`src/rtl/scan_scheduler.sv`:
```
// scan_scheduler: ping-pong capture sequencing for two scanner channels, shared-link
// arbitration, stall flushing and session standby control.
module scan_scheduler #(
    parameter int CAP           = 100,
    parameter int TIMEOUT       = 255,
    parameter int STANDBY_DELAY = 16
) (
    input  logic       clk,
    input  logic       rst,
    input  logic       scan_req,
    input  logic       link_ready,
    input  logic [1:0] ready_to_transfer,
    input  logic [1:0] start_second_buffer,
    input  logic [7:0] data_count0,
    input  logic [7:0] data_count1,
    output logic [1:0] start_scan,
    output logic [1:0] transfer,
    output logic [1:0] flush_signal,
    output logic [1:0] go_to_standby,
    output logic       cur_ch,
    output logic       xfer_busy,
    output logic [7:0] drop_count
);
    localparam logic [7:0] CAP8 = 8'(CAP);
    localparam logic [7:0] TO8  = 8'(TIMEOUT);
    localparam logic [7:0] SD8  = 8'(STANDBY_DELAY);

    typedef enum logic [1:0] {SQ_IDLE, SQ_SCAN, SQ_WAIT} sq_t;
    typedef enum logic {AR_IDLE, AR_XFER} ar_t;

    sq_t sq, sq_n;
    ar_t ar, ar_n;
    logic [1:0][7:0] dc, wait_cnt, wait_n;
    logic [1:0] full, empty, armed, armed_n, start_scan_n, transfer_n, flush_n, cand, held, grant_now;
    logic       oth, sel, cur_ch_n, gnt, gnt_n, last_served, last_served_n, quiet, standby, standby_n;
    logic [7:0] quiet_cnt, quiet_n, drop_n;
    logic [8:0] drop_sum;

    assign dc            = {data_count1, data_count0};
    assign oth           = ~cur_ch;
    assign xfer_busy     = (ar == AR_XFER);
    assign go_to_standby = {standby, standby};
    assign cand          = ready_to_transfer & ~start_scan;
    assign sel           = (cand == 2'b11) ? ~last_served : cand[1];
    assign held          = xfer_busy ? (gnt ? 2'b10 : 2'b01) : 2'b00;

    for (genvar i = 0; i < 2; i++) begin : g_ch
        assign full[i]  = dc[i] >= CAP8;
        assign empty[i] = dc[i] == 8'd0;
    end

    // Sequencer: a channel's scan enable drops once its buffer fills; launches set it.
    always_comb begin
        sq_n         = sq;
        cur_ch_n     = cur_ch;
        armed_n      = armed;
        start_scan_n = start_scan & ~full;
        if (sq == SQ_IDLE) begin
            if (scan_req && empty[cur_ch]) begin
                start_scan_n[cur_ch] = 1'b1;
                armed_n[cur_ch]      = 1'b1;
                sq_n                 = SQ_SCAN;
            end
        end else if (!scan_req) begin
            if (sq == SQ_WAIT || start_scan == 2'b00) sq_n = SQ_IDLE;
        end else if (sq == SQ_WAIT || (start_second_buffer[cur_ch] && armed[cur_ch])) begin
            if (empty[oth]) begin
                start_scan_n[oth]  = 1'b1;
                armed_n[oth]       = 1'b1;
                armed_n[cur_ch]    = 1'b0;
                cur_ch_n           = oth;
                sq_n               = SQ_SCAN;
            end else begin
                sq_n = SQ_WAIT;
            end
        end
    end

    always_comb begin
        ar_n          = ar;
        gnt_n         = gnt;
        last_served_n = last_served;
        transfer_n    = 2'b00;
        grant_now     = 2'b00;
        if (ar == AR_IDLE) begin
            if (link_ready && cand != 2'b00) begin
                gnt_n           = sel;
                last_served_n   = sel;
                grant_now[sel]  = 1'b1;
                transfer_n[sel] = 1'b1;
                ar_n            = AR_XFER;
            end
        end else if (empty[gnt]) begin
            ar_n = AR_IDLE;
        end else begin
            transfer_n[gnt] = link_ready;
        end
    end

    // A grant issued this cycle counts as service, so it pre-empts a coinciding timeout.
    always_comb begin
        flush_n = 2'b00;
        wait_n  = '0;
        for (int i = 0; i < 2; i++) begin
            if (ready_to_transfer[i] && full[i] && !held[i] && !grant_now[i]) begin
                if (wait_cnt[i] == TO8 - 8'd1) flush_n[i] = 1'b1;
                else wait_n[i] = wait_cnt[i] + 8'd1;
            end
        end
        drop_sum  = {1'b0, drop_count} + 9'(flush_n[0]) + 9'(flush_n[1]);
        drop_n    = drop_sum > 9'd255 ? 8'hff : drop_sum[7:0];
        quiet     = !scan_req && empty == 2'b11 && !xfer_busy && sq == SQ_IDLE;
        quiet_n   = !quiet ? 8'd0 : (quiet_cnt == SD8 ? quiet_cnt : quiet_cnt + 8'd1);
        standby_n = scan_req ? 1'b0 : ((quiet && quiet_n == SD8) ? 1'b1 : standby);
    end

    always_ff @(posedge clk or posedge rst) begin
        if (rst) begin
            sq           <= SQ_IDLE;
            ar           <= AR_IDLE;
            cur_ch       <= 1'b0;
            armed        <= 2'b00;
            start_scan   <= 2'b00;
            transfer     <= 2'b00;
            gnt          <= 1'b0;
            last_served  <= 1'b1;
            wait_cnt     <= '0;
            flush_signal <= 2'b00;
            drop_count   <= 8'd0;
            quiet_cnt    <= 8'd0;
            standby      <= 1'b0;
        end else begin
            sq           <= sq_n;
            ar           <= ar_n;
            cur_ch       <= cur_ch_n;
            armed        <= armed_n;
            start_scan   <= start_scan_n;
            transfer     <= transfer_n;
            gnt          <= gnt_n;
            last_served  <= last_served_n;
            wait_cnt     <= wait_n;
            flush_signal <= flush_n;
            drop_count   <= drop_n;
            quiet_cnt    <= quiet_n;
            standby      <= standby_n;
        end
    end
endmodule

```
`config.mk`:
```
export PLATFORM = sky130hd
export DESIGN_NAME = scan_scheduler
export DESIGN_NICKNAME = d
export VERILOG_FILES = /design/src/rtl/scan_scheduler.sv
export SDC_FILE = /design/constraint.sdc
export NUM_CORES = 1
export LEC_CHECK = 0
export ABC_AREA = 1
export CORE_UTILIZATION = 53
export CTS_CLUSTER_SIZE = 30
export DETAILED_ROUTE_END_ITERATION = 8
export PLACE_DENSITY = 0.89
export SYNTH_ARGS = -nofsm -noshare
export SYNTH_HDL_FRONTEND = slang
export SYNTH_SLANG_ARGS = --single-unit
```
`constraint.sdc`:
```
create_clock -name clk -period 2.9 [get_ports clk]
set_input_delay 0.58 -clock clk [delete_from_list [all_inputs] [get_ports clk]]
set_output_delay 0.58 -clock clk [all_outputs]
set_load 0.01 [all_outputs]
```
==> flow_metrics.env <==
export IMPL_fin_crit_sh_pct=96.0
export IMPL_dpl_cell_area_um2=3050
export IMPL_p_per_area_nw_per_um2=460
export IMPL_status="finished with violations"
export IMPL_die_area_um2=5040
export IMPL_final_common_cell="nand2_1"
export IMPL_overflow=0
export IMPL_cts_sinks=47
export IMPL_path_cells="clkdlybuf4s50_1 -> nand2_1 -> o21ai_2 -> nand3_2 -> nor2_4 -> nor4_4 -> buf_4 -> fa_2 -> ha_1 -> nand2_2 -> nor2_1 -> inv_1 -> nor2_2 -> nand4_1 -> buf_6 -> o21ai_0"
export IMPL_syn_area_per_cell_um2=8.16
export IMPL_fp_dieH_um=71.0
export IMPL_fin_crit_ps=2780
export IMPL_synth_top_area_share_pct=45.7
export IMPL_final_cell_mix="nand2_1 (61), nor2_1 (52), dfrtp_1 (46)"
export IMPL_critPathMaxStageDelay_ps=490
export IMPL_cts_buffers_inserted=5
export IMPL_drive_above_1_share_pct=14.2
export IMPL_arrival_ps=2970
export IMPL_violations="DRC"
export IMPL_cts_root_buf="clkbuf_8"
export IMPL_h_tree_depth=2
export IMPL_ir_drop_uv=343
export IMPL_gp_congestion=0.902
export IMPL_tns_ps=0
export IMPL_grt_pass1_vias=2199
export IMPL_synthArstFlopShare_pct=100
export IMPL_required_ps=3090
export IMPL_critPathLaunchType="input pin"
export IMPL_clkSlewWorstSetupHoldPaths_ps=80
export IMPL_netlist_top_cells_area="dfrtp_1 (46%), nand2_1 (9.2%), nor2_1 (7.9%), inv_1 (6.1%), ha_1 (3.5%)"
export IMPL_syn_num_nets=341
export IMPL_drtAntennaViolNets=0
export IMPL_stdcell_area_um2=3210
export IMPL_skew_ps=17.8
export IMPL_drt_pass1_iter_count=9
export IMPL_grt_pass1_wl_um=9250
export IMPL_antenna_found_initial=0
export IMPL_max_freq_ghz=0.359
export IMPL_via_count=2245
export IMPL_synth_ff_type="dfrtp_1"
export IMPL_drv_slew=0
export IMPL_path_class="in -> reg"
export IMPL_layout_setup_ws_ps=115
export IMPL_routed_wl_um=5470
export IMPL_coreArea_um2=4470
export IMPL_crit_slowest_cell="clkdlybuf4s50_1"
export IMPL_dp_hpwl_um=4000
export IMPL_ys_warnings_count=0
export IMPL_clockBufferDepth=2
export IMPL_hp_class="reg -> reg"
export IMPL_nets=399
export IMPL_clock_latency_ps=310
export IMPL_ys_seq_area_share_pct=46.7
export IMPL_netlist_area_um2=2520
export IMPL_relSlewSlack_pct=66.2
export IMPL_critPathMaxFanout=6
export IMPL_pin_count=42
export IMPL_cts_tree="yes"
export IMPL_cts_hold_buf=0
export IMPL_grt_total_usage_pct=23.4
export IMPL_portBuffers=41
export IMPL_total_power_mw=1.48
export IMPL_insertedDiodeCount=0
export IMPL_setup_viol=0
export IMPL_dp_slack_ps=-260
export IMPL_drtIter0Drc=163
export IMPL_post_synth_top_area_cell="dfrtp_1"
export IMPL_tightest_slew_ps=501
export IMPL_die_width_um=71.0
export IMPL_grt_max_degree=23
export IMPL_rows=24
export IMPL_area_growth_pct=27.4
export IMPL_synth_edf_count=0
export IMPL_viasPerCell=5.36
export IMPL_remaining_drc_errors=2
export IMPL_cp_end_kind="flop"
export IMPL_final_util_pct=71.8
export IMPL_synth_cell_types=35
export IMPL_p_leak_nw=1.51
export IMPL_wl_per_cell_um=13.1
export IMPL_synth_seq_cells=47
export IMPL_final_hold_viol_count=0
export IMPL_start_util_pct=56.3
export IMPL_maxCapViolCount=0
export IMPL_syn_inst=309
==> critical path, delay by kind of cell <==
family / cells / cell delay (ps)
AO/OA/AOI/OAI: 2 / 170
adder cells (fa/ha/maj): 2 / 570
buffers and inverters: 4 / 880
AND/OR/NAND/NOR: 8 / 770
==> area by class of cell <==
cell class,instances,area [um^2]
tap,52,65.1
timing repair buffer,53,504
clock inverter,1,30.0
clock buffer,6,72.6
sequential,47,1180
fill,333,1260
inverter,46,173
multi-input combinational,214,1190
==> through the flow <==
step | std cells | hold WS [ps]
after global placement | 409 | 443
after detailed placement | 409 | 458
final | 419 | 464
after global routing | 419 | 497
after floorplan | 309 | 432
after CTS | 416 | 469
==> cell usage after synthesis (2+ instances only) <==
cell and n:
nand2_1 62, nor2_1 53, dfrtp_1 46, inv_1 41, nand3_1 15, o21ai_0 13, a21oi_1 8, ha_1 7
nand4_1 7, xor2_1 7, inv_2 5, nand3_2 5, nor2_2 5, xnor2_1 4, a31oi_1 3, nor2_4 3
nor3_1 3, buf_4 2, nor3b_2 2, nor4_1 2, o31ai_1 2
==> per-layer routing <==
layer	share of wire (%)	up-vias	track usage, %
li1	-	1100	-
met4	1.8	0	10.0
met1	42	1074	28.0
met5	0	-	0
met3	5.4	12	4.84
met2	51	59	41.0
==> power breakdown <==
group | leakage [nW] | total [mW] | internal, mW | switching, mW
Clock | 0.0513 | 0.465 | 0.253 | 0.212
Combinational | 0.839 | 0.272 | 0.121 | 0.151
Sequential | 0.618 | 0.740 | 0.703 | 0.0373
==> state kept, by name, summed over array words and instances (netlist names), 2 cells and up <==
register,cells
wait_cnt,16
drop_count,8
quiet_cnt,8
armed,2
flush_signal,2
sq,2
start_scan,2
transfer,2
==> final timing paths <==
kind	start	to	slack, ps	depth (start not counted)
max reg2reg	xfer_busy$_DFF_PP0_	drop_count[2]$_DFF_PP0_	360	13
max	ready_to_transfer[0]	drop_count[2]$_DFF_PP0_	120	16
min reg2reg	wait_cnt[0]$_DFF_PP0_	wait_cnt[0]$_DFF_PP0_	460	1
min in group asynchronous	rst	quiet_cnt[0]$_DFF_PP0_	590	2
max in group asynchronous	rst	last_served$_DFFE_PP1P_	1680	3
min	wait_cnt[0]$_DFF_PP0_	wait_cnt[0]$_DFF_PP0_	460	1
==> repair_timing <==
item                       4_1_cts  5_1_grt
gates resized for setup          0       11
setup endpoints to repair        0        8
buffers inserted                 0        3
==> cell families (layout without fill, tap and decap cells) <==
kind of cell    Yosys count  count (layout)  share of synthesized area [%]
fa+ha+maj                 8               8                           4.27
simple gates            161             161                           29.7
buf+inv                  48             106                           7.44
compound gates           34              34                           8.09
flops                    47              47                           46.7
xor+xnor                 11              11                           3.82
Power figures use the tool's default switching activity.
